## src/rtl/warp_scheduler_pkg.sv

```systemverilog
// -----------------------------------------------------------------------------
// warp_scheduler_pkg
//   Shared types and constants for the warp issue-select stage: warp context
//   layout, warp status encoding, scheduler FSM states, greedy counter sizing
//   and a saturating-increment helper for the greedy counter.
// -----------------------------------------------------------------------------
package warp_scheduler_pkg;

  localparam int WARPS_PER_CORE     = 4;
  localparam int WARP_ID_WIDTH      = $clog2(WARPS_PER_CORE);
  localparam int DATA_WIDTH         = 32;
  localparam int WARP_SIZE          = 32;
  localparam int AGE_WIDTH          = 8;
  localparam int GREEDY_CNT_WIDTH   = 4;
  localparam int MAX_GREEDY_DEFAULT = 4;

  typedef enum logic [1:0] {
    WARP_IDLE    = 2'd0,
    WARP_READY   = 2'd1,
    WARP_BLOCKED = 2'd2,
    WARP_DONE    = 2'd3
  } warp_status_t;

  typedef struct packed {
    logic [DATA_WIDTH-1:0] pc;
    logic [WARP_SIZE-1:0]  active_mask;
    warp_status_t          status;
    logic [AGE_WIDTH-1:0]  age;
    logic                  valid;
  } warp_context_t;

  typedef enum logic {
    SCHED_SEL   = 1'b0,
    SCHED_OFFER = 1'b1
  } sched_state_t;

  // Greedy run length counter: sticks at all-ones instead of wrapping.
  function automatic logic [GREEDY_CNT_WIDTH-1:0] greedy_sat_inc(
    input logic [GREEDY_CNT_WIDTH-1:0] cnt
  );
    return (cnt == '1) ? cnt : cnt + GREEDY_CNT_WIDTH'(1);
  endfunction

endpackage

```

## src/rtl/warp_oldest_select.sv

```systemverilog
// -----------------------------------------------------------------------------
// warp_oldest_select
//   Purely combinational oldest-first picker. Scans warps in rotational order
//   starting at base_i and returns the eligible warp with the strictly largest
//   age; equal ages keep the first one met in the scan, so the warp just
//   before base_i has the lowest priority among ties.
//
// Ports:
//   eligible_i   [NUM_WARPS]   warp may be issued this cycle
//   ages_i       [NUM_WARPS]   unsigned warp ages
//   base_i                     first index of the rotational scan
//   oldest_id_o                selected warp (0 when none found)
//   found_o                    at least one warp is eligible
// -----------------------------------------------------------------------------
module warp_oldest_select
  import warp_scheduler_pkg::*;
#(
  parameter int NUM_WARPS = WARPS_PER_CORE
) (
  input  logic [NUM_WARPS-1:0]     eligible_i,
  input  logic [AGE_WIDTH-1:0]     ages_i [NUM_WARPS],
  input  logic [WARP_ID_WIDTH-1:0] base_i,
  output logic [WARP_ID_WIDTH-1:0] oldest_id_o,
  output logic                     found_o
);

  // (base + offset) mod NUM_WARPS without a divider; offset < NUM_WARPS.
  function automatic logic [WARP_ID_WIDTH-1:0] rot_index(
    input logic [WARP_ID_WIDTH-1:0] base,
    input int unsigned              offset
  );
    int unsigned sum;
    sum = 32'(base) + offset;
    if (sum >= 32'(NUM_WARPS)) sum = sum - 32'(NUM_WARPS);
    return sum[WARP_ID_WIDTH-1:0];
  endfunction

  logic [WARP_ID_WIDTH-1:0] idx;
  logic [AGE_WIDTH-1:0]     best_age;

  always_comb begin
    // NOTE: every output of a combinational block gets a default before any
    // conditional assignment, otherwise synthesis infers a latch.
    found_o     = 1'b0;
    oldest_id_o = '0;
    best_age    = '0;
    idx         = '0;
    for (int unsigned k = 0; k < NUM_WARPS; k++) begin
      idx = rot_index(base_i, k);
      // Strict '>' keeps the earlier warp on equal (including saturated) ages.
      if (eligible_i[idx] && (!found_o || (ages_i[idx] > best_age))) begin
        found_o     = 1'b1;
        oldest_id_o = idx;
        best_age    = ages_i[idx];
      end
    end
  end

endmodule

```

## src/rtl/warp_scheduler.sv

```systemverilog
// -----------------------------------------------------------------------------
// warp_scheduler
//   Issue-select stage behind the per-warp context store. Picks one eligible
//   warp per issue slot with greedy-then-oldest arbitration and offers its
//   id/pc/mask to fetch over a valid/ready handshake. Each accepted offer is
//   followed by one idle cycle so the context store's pc/age updates land
//   before the next selection.
//
// Ports:
//   clk, rst              clock, asynchronous active-high reset
//   sched_en_i            allow new selections (does not cancel a live offer)
//   contexts_i            per-warp pc, active mask, status, age, valid
//   scoreboard_stall_i    per-warp stall for this cycle
//   issue_valid_o         offer valid
//   issue_ready_i         fetch accepts the offer
//   issue_warp_id_o       offered warp id
//   issue_pc_o            offered warp pc
//   issue_mask_o          offered warp active mask
//   warp_issued_o         handshake fire (valid && ready), combinational
//   issued_warp_id_o      id of the warp that fired
//   all_done_o            every valid warp is DONE and at least one is valid
// -----------------------------------------------------------------------------
module warp_scheduler
  import warp_scheduler_pkg::*;
#(
  parameter int NUM_WARPS  = WARPS_PER_CORE,
  parameter int MAX_GREEDY = MAX_GREEDY_DEFAULT
) (
  input  logic                     clk,
  input  logic                     rst,
  input  logic                     sched_en_i,
  input  warp_context_t            contexts_i [NUM_WARPS],
  input  logic [NUM_WARPS-1:0]     scoreboard_stall_i,
  output logic                     issue_valid_o,
  input  logic                     issue_ready_i,
  output logic [WARP_ID_WIDTH-1:0] issue_warp_id_o,
  output logic [DATA_WIDTH-1:0]    issue_pc_o,
  output logic [WARP_SIZE-1:0]     issue_mask_o,
  output logic                     warp_issued_o,
  output logic [WARP_ID_WIDTH-1:0] issued_warp_id_o,
  output logic                     all_done_o
);

  localparam logic [GREEDY_CNT_WIDTH-1:0] MAX_GREEDY_C  = GREEDY_CNT_WIDTH'(MAX_GREEDY);
  localparam logic [WARP_ID_WIDTH-1:0]    LAST_WARP_C   = WARP_ID_WIDTH'(NUM_WARPS - 1);

  // ---------------------------------------------------------------------------
  // State
  // ---------------------------------------------------------------------------
  sched_state_t                state_q,       state_d;
  logic                        issue_valid_q, issue_valid_d;
  logic [WARP_ID_WIDTH-1:0]    issue_id_q,    issue_id_d;
  logic [DATA_WIDTH-1:0]       issue_pc_q,    issue_pc_d;
  logic [WARP_SIZE-1:0]        issue_mask_q,  issue_mask_d;
  logic [WARP_ID_WIDTH-1:0]    last_id_q,     last_id_d;
  logic [GREEDY_CNT_WIDTH-1:0] greedy_cnt_q,  greedy_cnt_d;
  logic                        all_done_q,    all_done_d;

  // ---------------------------------------------------------------------------
  // Eligibility, ages and completion status
  // ---------------------------------------------------------------------------
  logic [NUM_WARPS-1:0] eligible;
  logic [AGE_WIDTH-1:0] ages [NUM_WARPS];
  logic                 any_valid;
  logic                 all_valid_done;

  always_comb begin
    any_valid      = 1'b0;
    all_valid_done = 1'b1;
    for (int i = 0; i < NUM_WARPS; i++) begin
      eligible[i] = contexts_i[i].valid
                 && (contexts_i[i].status == WARP_READY)
                 && !scoreboard_stall_i[i];
      ages[i]     = contexts_i[i].age;
      if (contexts_i[i].valid) begin
        any_valid = 1'b1;
        if (contexts_i[i].status != WARP_DONE) all_valid_done = 1'b0;
      end
    end
  end

  assign all_done_d = any_valid && all_valid_done;

  // ---------------------------------------------------------------------------
  // Greedy-then-oldest selection
  // ---------------------------------------------------------------------------
  logic [WARP_ID_WIDTH-1:0] rot_base;
  logic [WARP_ID_WIDTH-1:0] oldest_id;
  logic                     any_eligible;
  logic                     greedy_ok;
  logic [WARP_ID_WIDTH-1:0] sel_id;

  // Scan starts just after the last issued warp, which therefore sits at the
  // lowest rotational priority.
  assign rot_base = (last_id_q == LAST_WARP_C) ? '0 : last_id_q + WARP_ID_WIDTH'(1);

  warp_oldest_select #(
    .NUM_WARPS (NUM_WARPS)
  ) u_oldest_select (
    .eligible_i  (eligible),
    .ages_i      (ages),
    .base_i      (rot_base),
    .oldest_id_o (oldest_id),
    .found_o     (any_eligible)
  );

  // A zero count means nothing has issued since reset, so there is no warp to
  // stay greedy on yet; selection falls straight through to oldest-first.
  assign greedy_ok = eligible[last_id_q]
                  && (greedy_cnt_q != '0)
                  && (greedy_cnt_q < MAX_GREEDY_C);

  assign sel_id = greedy_ok ? last_id_q : oldest_id;

  // ---------------------------------------------------------------------------
  // Handshake and retract detection
  // ---------------------------------------------------------------------------
  warp_context_t offered_ctx;
  logic          fire;
  logic          retract;

  assign offered_ctx = contexts_i[issue_id_q];
  assign fire        = issue_valid_q && issue_ready_i;
  // Only loss of READY status or validity withdraws an offer; a scoreboard
  // stall or sched_en going low leaves it in place.
  assign retract     = !offered_ctx.valid || (offered_ctx.status != WARP_READY);

  // ---------------------------------------------------------------------------
  // FSM next-state
  // ---------------------------------------------------------------------------
  always_comb begin
    state_d       = state_q;
    issue_valid_d = issue_valid_q;
    issue_id_d    = issue_id_q;
    issue_pc_d    = issue_pc_q;
    issue_mask_d  = issue_mask_q;
    last_id_d     = last_id_q;
    greedy_cnt_d  = greedy_cnt_q;

    case (state_q)
      SCHED_SEL: begin
        if (sched_en_i && any_eligible && !all_done_q) begin
          issue_valid_d = 1'b1;
          issue_id_d    = sel_id;
          issue_pc_d    = contexts_i[sel_id].pc;
          issue_mask_d  = contexts_i[sel_id].active_mask;
          state_d       = SCHED_OFFER;
        end
      end
      SCHED_OFFER: begin
        // Fire takes priority over a same-cycle status change.
        if (fire) begin
          issue_valid_d = 1'b0;
          state_d       = SCHED_SEL;
          if (issue_id_q == last_id_q) begin
            greedy_cnt_d = greedy_sat_inc(greedy_cnt_q);
          end else begin
            greedy_cnt_d = GREEDY_CNT_WIDTH'(1);
            last_id_d    = issue_id_q;
          end
        end else if (retract) begin
          issue_valid_d = 1'b0;
          state_d       = SCHED_SEL;
        end
      end
      default: begin
        issue_valid_d = 1'b0;
        state_d       = SCHED_SEL;
      end
    endcase
  end

  // ---------------------------------------------------------------------------
  // State registers
  // ---------------------------------------------------------------------------
  always_ff @(posedge clk or posedge rst) begin
    // NOTE: sequential state uses non-blocking assignments so every register
    // samples the pre-edge values, independent of statement order.
    if (rst) begin
      state_q       <= SCHED_SEL;
      issue_valid_q <= 1'b0;
      issue_id_q    <= '0;
      issue_pc_q    <= '0;
      issue_mask_q  <= '0;
      last_id_q     <= '0;
      greedy_cnt_q  <= '0;
      all_done_q    <= 1'b0;
    end else begin
      state_q       <= state_d;
      issue_valid_q <= issue_valid_d;
      issue_id_q    <= issue_id_d;
      issue_pc_q    <= issue_pc_d;
      issue_mask_q  <= issue_mask_d;
      last_id_q     <= last_id_d;
      greedy_cnt_q  <= greedy_cnt_d;
      all_done_q    <= all_done_d;
    end
  end

  // ---------------------------------------------------------------------------
  // Outputs
  // ---------------------------------------------------------------------------
  assign issue_valid_o    = issue_valid_q;
  assign issue_warp_id_o  = issue_id_q;
  assign issue_pc_o       = issue_pc_q;
  assign issue_mask_o     = issue_mask_q;
  assign warp_issued_o    = fire;
  assign issued_warp_id_o = issue_id_q;
  assign all_done_o       = all_done_q;

endmodule
```

## config.mk

```make
export PLATFORM = sky130hd
export DESIGN_NAME = warp_scheduler
export DESIGN_NICKNAME = d
export VERILOG_FILES = /design/src/rtl/warp_scheduler_pkg.sv /design/src/rtl/warp_oldest_select.sv /design/src/rtl/warp_scheduler.sv
export SDC_FILE = /design/constraint.sdc
export NUM_CORES = 1
export LEC_CHECK = 0
export CAP_MARGIN = 20
export CORE_AREA = 2 2 148 150
export CTS_CLUSTER_DIAMETER = 200
export DETAILED_ROUTE_END_ITERATION = 10
export DIE_AREA = 0 0 150 152
export PLACE_DENSITY_LB_ADDON = 0.3
export SETUP_SLACK_MARGIN = 0.05
export SLEW_MARGIN = 10
export SYNTH_ARGS = -nofsm -noshare
export SYNTH_HDL_FRONTEND = slang
export SYNTH_SLANG_ARGS = --single-unit
```

## constraint.sdc

```tcl
create_clock -name clk -period 21 [get_ports clk]
set_input_delay 4.2 -clock clk [delete_from_list [all_inputs] [get_ports clk]]
set_output_delay 4.2 -clock clk [all_outputs]
set_load 0.03 [all_outputs]
```

==> results of run 1 <==
cells in the mapped netlist (5+ instances only):
cell type / count / area, sq um
nor2_1: 153 / 574
buf_1: 6 / 22.5
inv_1: 9 / 33.8
dfrtp_1: 75 / 1880
o21ai_0: 17 / 85.1
ha_1: 27 / 338
mux2i_1: 67 / 671
a21oi_1: 21 / 105
clkbuf_1: 29 / 109
o31ai_1: 8 / 60.1
o211ai_1: 5 / 37.5
buf_2: 27 / 135
a211oi_1: 65 / 488
a311oi_1: 59 / 517
nand4_1: 8 / 50.1
buf_6: 6 / 67.6
nand2_1: 220 / 826
nand3_1: 5 / 25.0
mux2_2: 5 / 56.3
kinds of logic (layout without fill, tap and decap cells):
kind of cell	Yosys count	count (layout)
mux	73	73
buf+inv	81	413
fa+ha+maj	27	27
flops	75	75
compound gates	209	209
simple gates	415	415
xor+xnor	2	2
routing by layer:
metal | routed length, um | track usage [%] | vias to the layer above | share of wire [%]
met1 | 11300 | 29.6 | 3628 | 41
met3 | 2140 | 5.77 | 60 | 7.7
met5 | 0 | 0 | - | 0
met2 | 13400 | 39.6 | 313 | 48
li1 | - | - | 3843 | -
met4 | 1030 | 10.4 | 0 | 3.7
through the flow:
step	instance area [sq um]	setup WS (ns)	total power (W)	util (%)
2_1_floorplan	6710	10.81	0.00127	-
3_3_place_gp	10600	8.80	0.00167	49.6
3_5_place_dp	10600	8.60	0.00169	49.6
4_1_cts	10900	8.94	0.00187	51.1
5_1_grt	10900	8.80	0.00201	51.3
6_report	10900	9.29	0.00185	51.3
how the worst min path moves through the flow:
stage	startpoint	endpoint	cells after the start
4_1_cts	greedy_cnt_q[3]	greedy_cnt_q[3]	1
3_3_place_gp	issue_valid_o	issue_valid_o	1
6_report	greedy_cnt_q[3]	greedy_cnt_q[3]	1
5_1_grt	greedy_cnt_q[3]	greedy_cnt_q[3]	1
2_1_floorplan	greedy_cnt_q[3]	greedy_cnt_q[3]	1
3_5_place_dp	greedy_cnt_q[3]	greedy_cnt_q[3]	1
where the power goes:
group | internal [W] | leakage (nW) | switching (W) | total (W)
sequential | 0.000221 | 0.848 | 0.0000486 | 0.000269
combinational | 0.000524 | 3.38 | 0.000888 | 0.00141
clock | 0.000105 | 0.150 | 0.0000683 | 0.000173
total | 0.000850 | 4.38 | 0.00100 | 0.00185
cell type report:
cell class,instances,area [sq um],share of cell area [%]
clock inverters,5,85.1,0.777
well taps,280,350,3.20
clock buffers,11,233,2.13
multi-input cells,726,4480,41.0
repair buffers,388,3880,35.4
inverters,9,35.0,0.320
flip-flops and latches,75,1880,17.2
flip-flops by register name, summed over array words and instances (netlist names):
register	cells
last_id_q	2
issue_mask_o	32
issue_pc_o	32
greedy_cnt_q	4
all_done_o	1
issue_warp_id_o	2
state_q	1
issue_valid_o	1
worst max-delay path, delay by kind of cell:
| family | cells | cell delay, ns |
|---|---|---|
| muxes | 2 | 0.89 |
| buffers and inverters | 4 | 1.81 |
| AOI/OAI and AO/OA | 15 | 2.82 |
| and+or+nand+nor | 7 | 1.25 |
| adders and majority gates | 3 | 0.92 |
==> impl_metrics.yaml, run 1 <==
place:
  port_buffers: 378
  dpl.hpwl_um: 20300
  gp_routability_congestion: 0.947
  place_inst: 1476
setup_path:
  critical_path_arrival_ns: 11.94
  criticalPathCategory: "input pin to register"
  worstSetupEndpoint: "issue_mask_o[15]"
  setup.worst_path.start_class: "input pin"
  endpoint_kind: "register"
  length_in_cells_of_the_worst_reg_to_reg_path: 31
  worst-r2r-setup-slack_ns: 12.29
  required_ns: 21.23
  r2r-end: "issue_mask_o[15]"
  worst_setup_path_startpoint: "contexts_i[225]"
  critical_path.max_stage_delay_ns: 0.59
  reg_to_reg_start: "last_id_q[0]"
  critical_path.slowest_cell: "buf_4"
  timing.critical_path.mode_cell: "a21oi_1"
  worstPathMaxFanout: 65
layout:
  most-common-layout-cells: "clkdlybuf4s50_1, nand2_1, nor2_1, dfrtp_1, mux2i_1"
  nFillCells: 2041
  syn2layout_area_growth_pct: 63.1
  insertedDiodeCount: 0
  finalNetCount: 1544
  drive_gt1_share_pct: 4.28
  count_of_placed_standard_cells_in_the_final_layout_fillers_left_out: 1494
  layout.cells.most_common: "clkdlybuf4s50_1"
grt:
  grt_pass1_wl_um: 42800
  number_of_global_route_vias_before_repair: 7736
  globalRouteTotalUtil_pct: 24.0
  antenna_found_initial: 0
  grt_start_max_net_pins: 76
  grt.overflow.total: 0
sta:
  worst_slew_margin_rel_pct: 31.2
  post-route-period-util_pct: 55.8
  final.setup.tns_ns: 0
  setup_viol: 0
  worst_hold_slack_ns: 0.539
  hold_violations: 0
  grt_setup_unrepaired: "no"
  final.min_clock_period_ns: 11.71
  worst_slew_pin_slew_ns: 1.03
  drv_slew: 0
  fin_skew_ns: 0.0134
  max_clock_freq_mhz: 85.4
synth:
  dominant_register_cell_in_the_synthesized_netlist: "dfrtp_1"
  compound_gate_fraction_of_synth_area_pct: 24.1
  dominant_combinational_cell_family_by_area_after_synthesis: "simple AND/OR/NAND/NOR gates"
  syn_nets: 1217
  synth-adder-area-share_pct: 5.04
  share_of_synthesized_flip_flops_with_an_asynchronous_set_or_reset_pct: 100
  synth_mux_area_share_pct: 11.2
  synthesis.instances: 882
  yosys.area_share.simple_pct: 25.5
  synth.distinct_cells: 54
  sequential_to_total_area_share_from_yosys_stat_pct: 28.0
  syn-cell-area_sq_mm: 0.00671
  synth_edf_count: 0
  postSynthRegisterBits: 75
  yosys_warnings: 0
  synth_xor_xnor_area_share_pct: 0.261
  postSynthAreaPerCell_sq_um: 7.61
clocking:
  clockRootBuffer: "clkbuf_16"
  cts.hold.buffers_added: 0
  num_cts_buffers: 9
  clkTransAtPathRegs_ns: 0.06
  cts-htree-levels: 3
  clk-insertion-delay-late_ns: 0.35
  cts.repair_timing.setup_buffer_count: 0
  tritoncts_num_sinks: 75
  clk_path_buf_depth: 2
  ctsResizeCount: 0
  tritoncts: "built"
drt:
  first_pass_iters: 5
  first_drt_iteration_drcs: 440
  detail-route-antenna-nets: 0
  detailroute.via_count: 7844
  wire_per_inst_um: 18.7
  detail_route.drc_violations: 0
  drt_wl_total_um: 27900
  detail_route.vias_per_cell: 5.25
status:
  status: "finished, final reports clean"
die:
  io_pins: 379
  floorplan.die.height_um: 152
  design.core.area_sq_mm: 0.0214
  area_enclosed_by_the_die_boundary_sq_mm: 0.0228
  rows: 54
  die-width_um: 150
  floorplan.initialDensity_pct: 31.4
power:
  p_leak_nw: 4.38
  ir_drop_mv: 0.133
  cellPowerDensity_mw_per_mm2: 169
hold_path:
  worst_hold_path_type: "register to register"
run:
  cap_violations: 0
(Power assumes the default switching activity.)
==> run 2: changes to the inputs <==
==> constraint.sdc (replaced) <==
create_clock -name clk -period 9.62 [get_ports clk]
set_input_delay 1.924 -clock clk [delete_from_list [all_inputs] [get_ports clk]]
set_output_delay 1.924 -clock clk [all_outputs]
set_load 0.03 [all_outputs]
==> run 2 against run 1 <==
  * Count of clock-buffer cells in the layout is the same
  * Critical path depth decreased by 1
  * Register-to-register slack got worse by 11 ns
  * First-iteration DRC count increased by 8.2%
  * Sequential share of layout area hardly changed
  * Critical endpoint is now issue_mask_o[9]
  * Largest cell class unchanged
  * Largest power group unchanged
==> impl_metrics.yaml, run 2 (synthesized netlist as in run 1, its figures left out) <==
status:
  status: "finished, final reports clean"
drt:
  detailroute.via_count: 7911
  detail_route.drc_violations: 0
  detail-route-antenna-nets: 0
  detail_route.vias_per_cell: 5.27
  first_drt_iteration_drcs: 476
  drt_wl_total_um: 28100
  first_pass_iters: 5
  wire_per_inst_um: 18.7
power:
  cellPowerDensity_mw_per_mm2: 372
  power.share.sequential_pct: 14.5
  ir_drop_mv: 0.321
  comb_power_share_pct: 77.6
  power.clock.fraction_pct: 8.0
  p_sw_w: 0.00222
  switching_share_pct: 54.3
  p_int_w: 0.00186
  p_leak_nw: 4.39
setup_path:
  required_ns: 9.82
  setup.worst_path.start_class: "input pin"
  cp_num_cells: 30
  criticalPathCategory: "input pin to register"
  worst_setup_path_startpoint: "contexts_i[225]"
  critical_path_arrival_ns: 8.97
  critPathBufInv: 3
  critical_path.max_stage_delay_ns: 0.54
  r2r-end: "issue_mask_o[9]"
  reg_to_reg_start: "last_id_q[0]"
  length_in_cells_of_the_worst_reg_to_reg_path: 30
  worstPathMaxFanout: 26
  worst_path_top_cell_family_by_delay: "compound AO/OA/AOI/OAI gates"
  critical_path.slowest_cell: "clkdlybuf4s50_1"
  worstSetupEndpoint: "issue_mask_o[9]"
  worst-r2r-setup-slack_ns: 1.79
  endpoint_kind: "register"
sta:
  worst_hold_slack_ns: 0.547
  max_clock_freq_mhz: 114
  grt_setup_unrepaired: "no"
  final.min_clock_period_ns: 8.77
  post-route-period-util_pct: 91.2
  hold_violations: 0
  worst_slew_margin_rel_pct: 29.8
  worst_slew_pin_slew_ns: 1.05
  fin_skew_ns: 0.0160
  drv_slew: 0
  setup_viol: 0
  final.setup.tns_ns: 0
die:
  floorplan.die.height_um: 152
  floorplan.initialDensity_pct: 31.4
  design.core.area_sq_mm: 0.0214
  die-width_um: 150
  io_pins: 379
  rows: 54
  area_enclosed_by_the_die_boundary_sq_mm: 0.0228
clocking:
  cts.hold.buffers_added: 0
  tritoncts_num_sinks: 75
  clkTransAtPathRegs_ns: 0.07
  ctsResizeCount: 0
  num_cts_buffers: 9
  clk-insertion-delay-late_ns: 0.35
  clk_path_buf_depth: 2
  tritoncts: "built"
  clockRootBuffer: "clkbuf_16"
  cts-htree-levels: 3
  cts.repair_timing.setup_buffer_count: 0
grt:
  globalRouteTotalUtil_pct: 24.3
  grt_pass1_wl_um: 43300
  grt.overflow.total: 0
  number_of_global_route_vias_before_repair: 7847
  antenna_found_initial: 0
  grt_start_max_net_pins: 76
layout:
  final_design_area_no_fill_sq_mm: 0.0110
  drive_gt1_share_pct: 4.83
  syn2layout_area_growth_pct: 63.5
  count_of_placed_standard_cells_in_the_final_layout_fillers_left_out: 1501
  final_core_density_pct: 51.4
  layout.cells.most_common: "clkdlybuf4s50_1"
  most-common-layout-cells: "clkdlybuf4s50_1, nand2_1, nor2_1, dfrtp_1, mux2i_1"
  insertedDiodeCount: 0
  finalNetCount: 1551
hold_path:
  worst_hold_path_type: "register to register"
run:
  cap_violations: 0
place:
  port_buffers: 378
  gp_routability_congestion: 0.944
  placed_cell_area_sq_mm: 0.0107
  place_inst: 1484
  dpl.hpwl_um: 21200
[run 2: cell count changes in the layout (fill, tap and decap cells not counted)]
cell,change
buf_12,+3
buf_16,-1
buf_4,+5
bufinv_16,-2
clkinv_2,+1
clkinv_4,+1
[run 2: through the flow]
stage / total power (W) / worst slack, ns
3_5_place_dp: 0.00378 / 0.537
4_1_cts: 0.00411 / 0.886
2_1_floorplan: 0.00277 / 1.70
6_report: 0.00408 / 0.846
5_1_grt: 0.00442 / 0.332
3_3_place_gp: 0.00374 / 0.779
[run 2: power by group through the flow]
| stage | sequential [W] | combinational [W] | clock [W] |
|---|---|---|---|
| 3_3_place_gp | 0.000588 | 0.00315 | 0 |
| 4_1_cts | 0.000589 | 0.00318 | 0.000335 |
| 6_report | 0.000589 | 0.00316 | 0.000326 |
| 2_1_floorplan | 0.000843 | 0.00193 | 0 |
| 5_1_grt | 0.000610 | 0.00347 | 0.000347 |
| 3_5_place_dp | 0.000594 | 0.00318 | 0 |
[run 2: how the worst min path moves through the flow]
stage / from / end / slack, ns / cells past startpoint
detailed placement: greedy_cnt_q[3] / greedy_cnt_q[3] / 0.54 / 1
global placement: issue_valid_o / issue_valid_o / 0.52 / 1
floorplan: greedy_cnt_q[3] / greedy_cnt_q[3] / 0.49 / 1
CTS: greedy_cnt_q[3] / greedy_cnt_q[3] / 0.55 / 1
global route: greedy_cnt_q[3] / greedy_cnt_q[3] / 0.58 / 1
finish: greedy_cnt_q[3] / greedy_cnt_q[3] / 0.55 / 1
[run 2: per-layer routing]
metal,GRT usage [%],wire length [um],vias up
li1,-,-,3866
met1,30.0,11400,3676
met2,41.9,13800,326
met3,5.29,2250,43
met5,0,0,-
met4,7.46,717,0
[run 2: final cells by class]
| cell class | count | area [sq um] |
|---|---|---|
| clock inverters | 5 | 38.8 |
| well taps | 280 | 350 |
| fillers | 2087 | 10400 |
| multi-input cells | 726 | 4480 |
| repair buffers | 395 | 3950 |
| clock buffers | 11 | 233 |
| flip-flops and latches | 75 | 1880 |
| inverters | 9 | 35.0 |
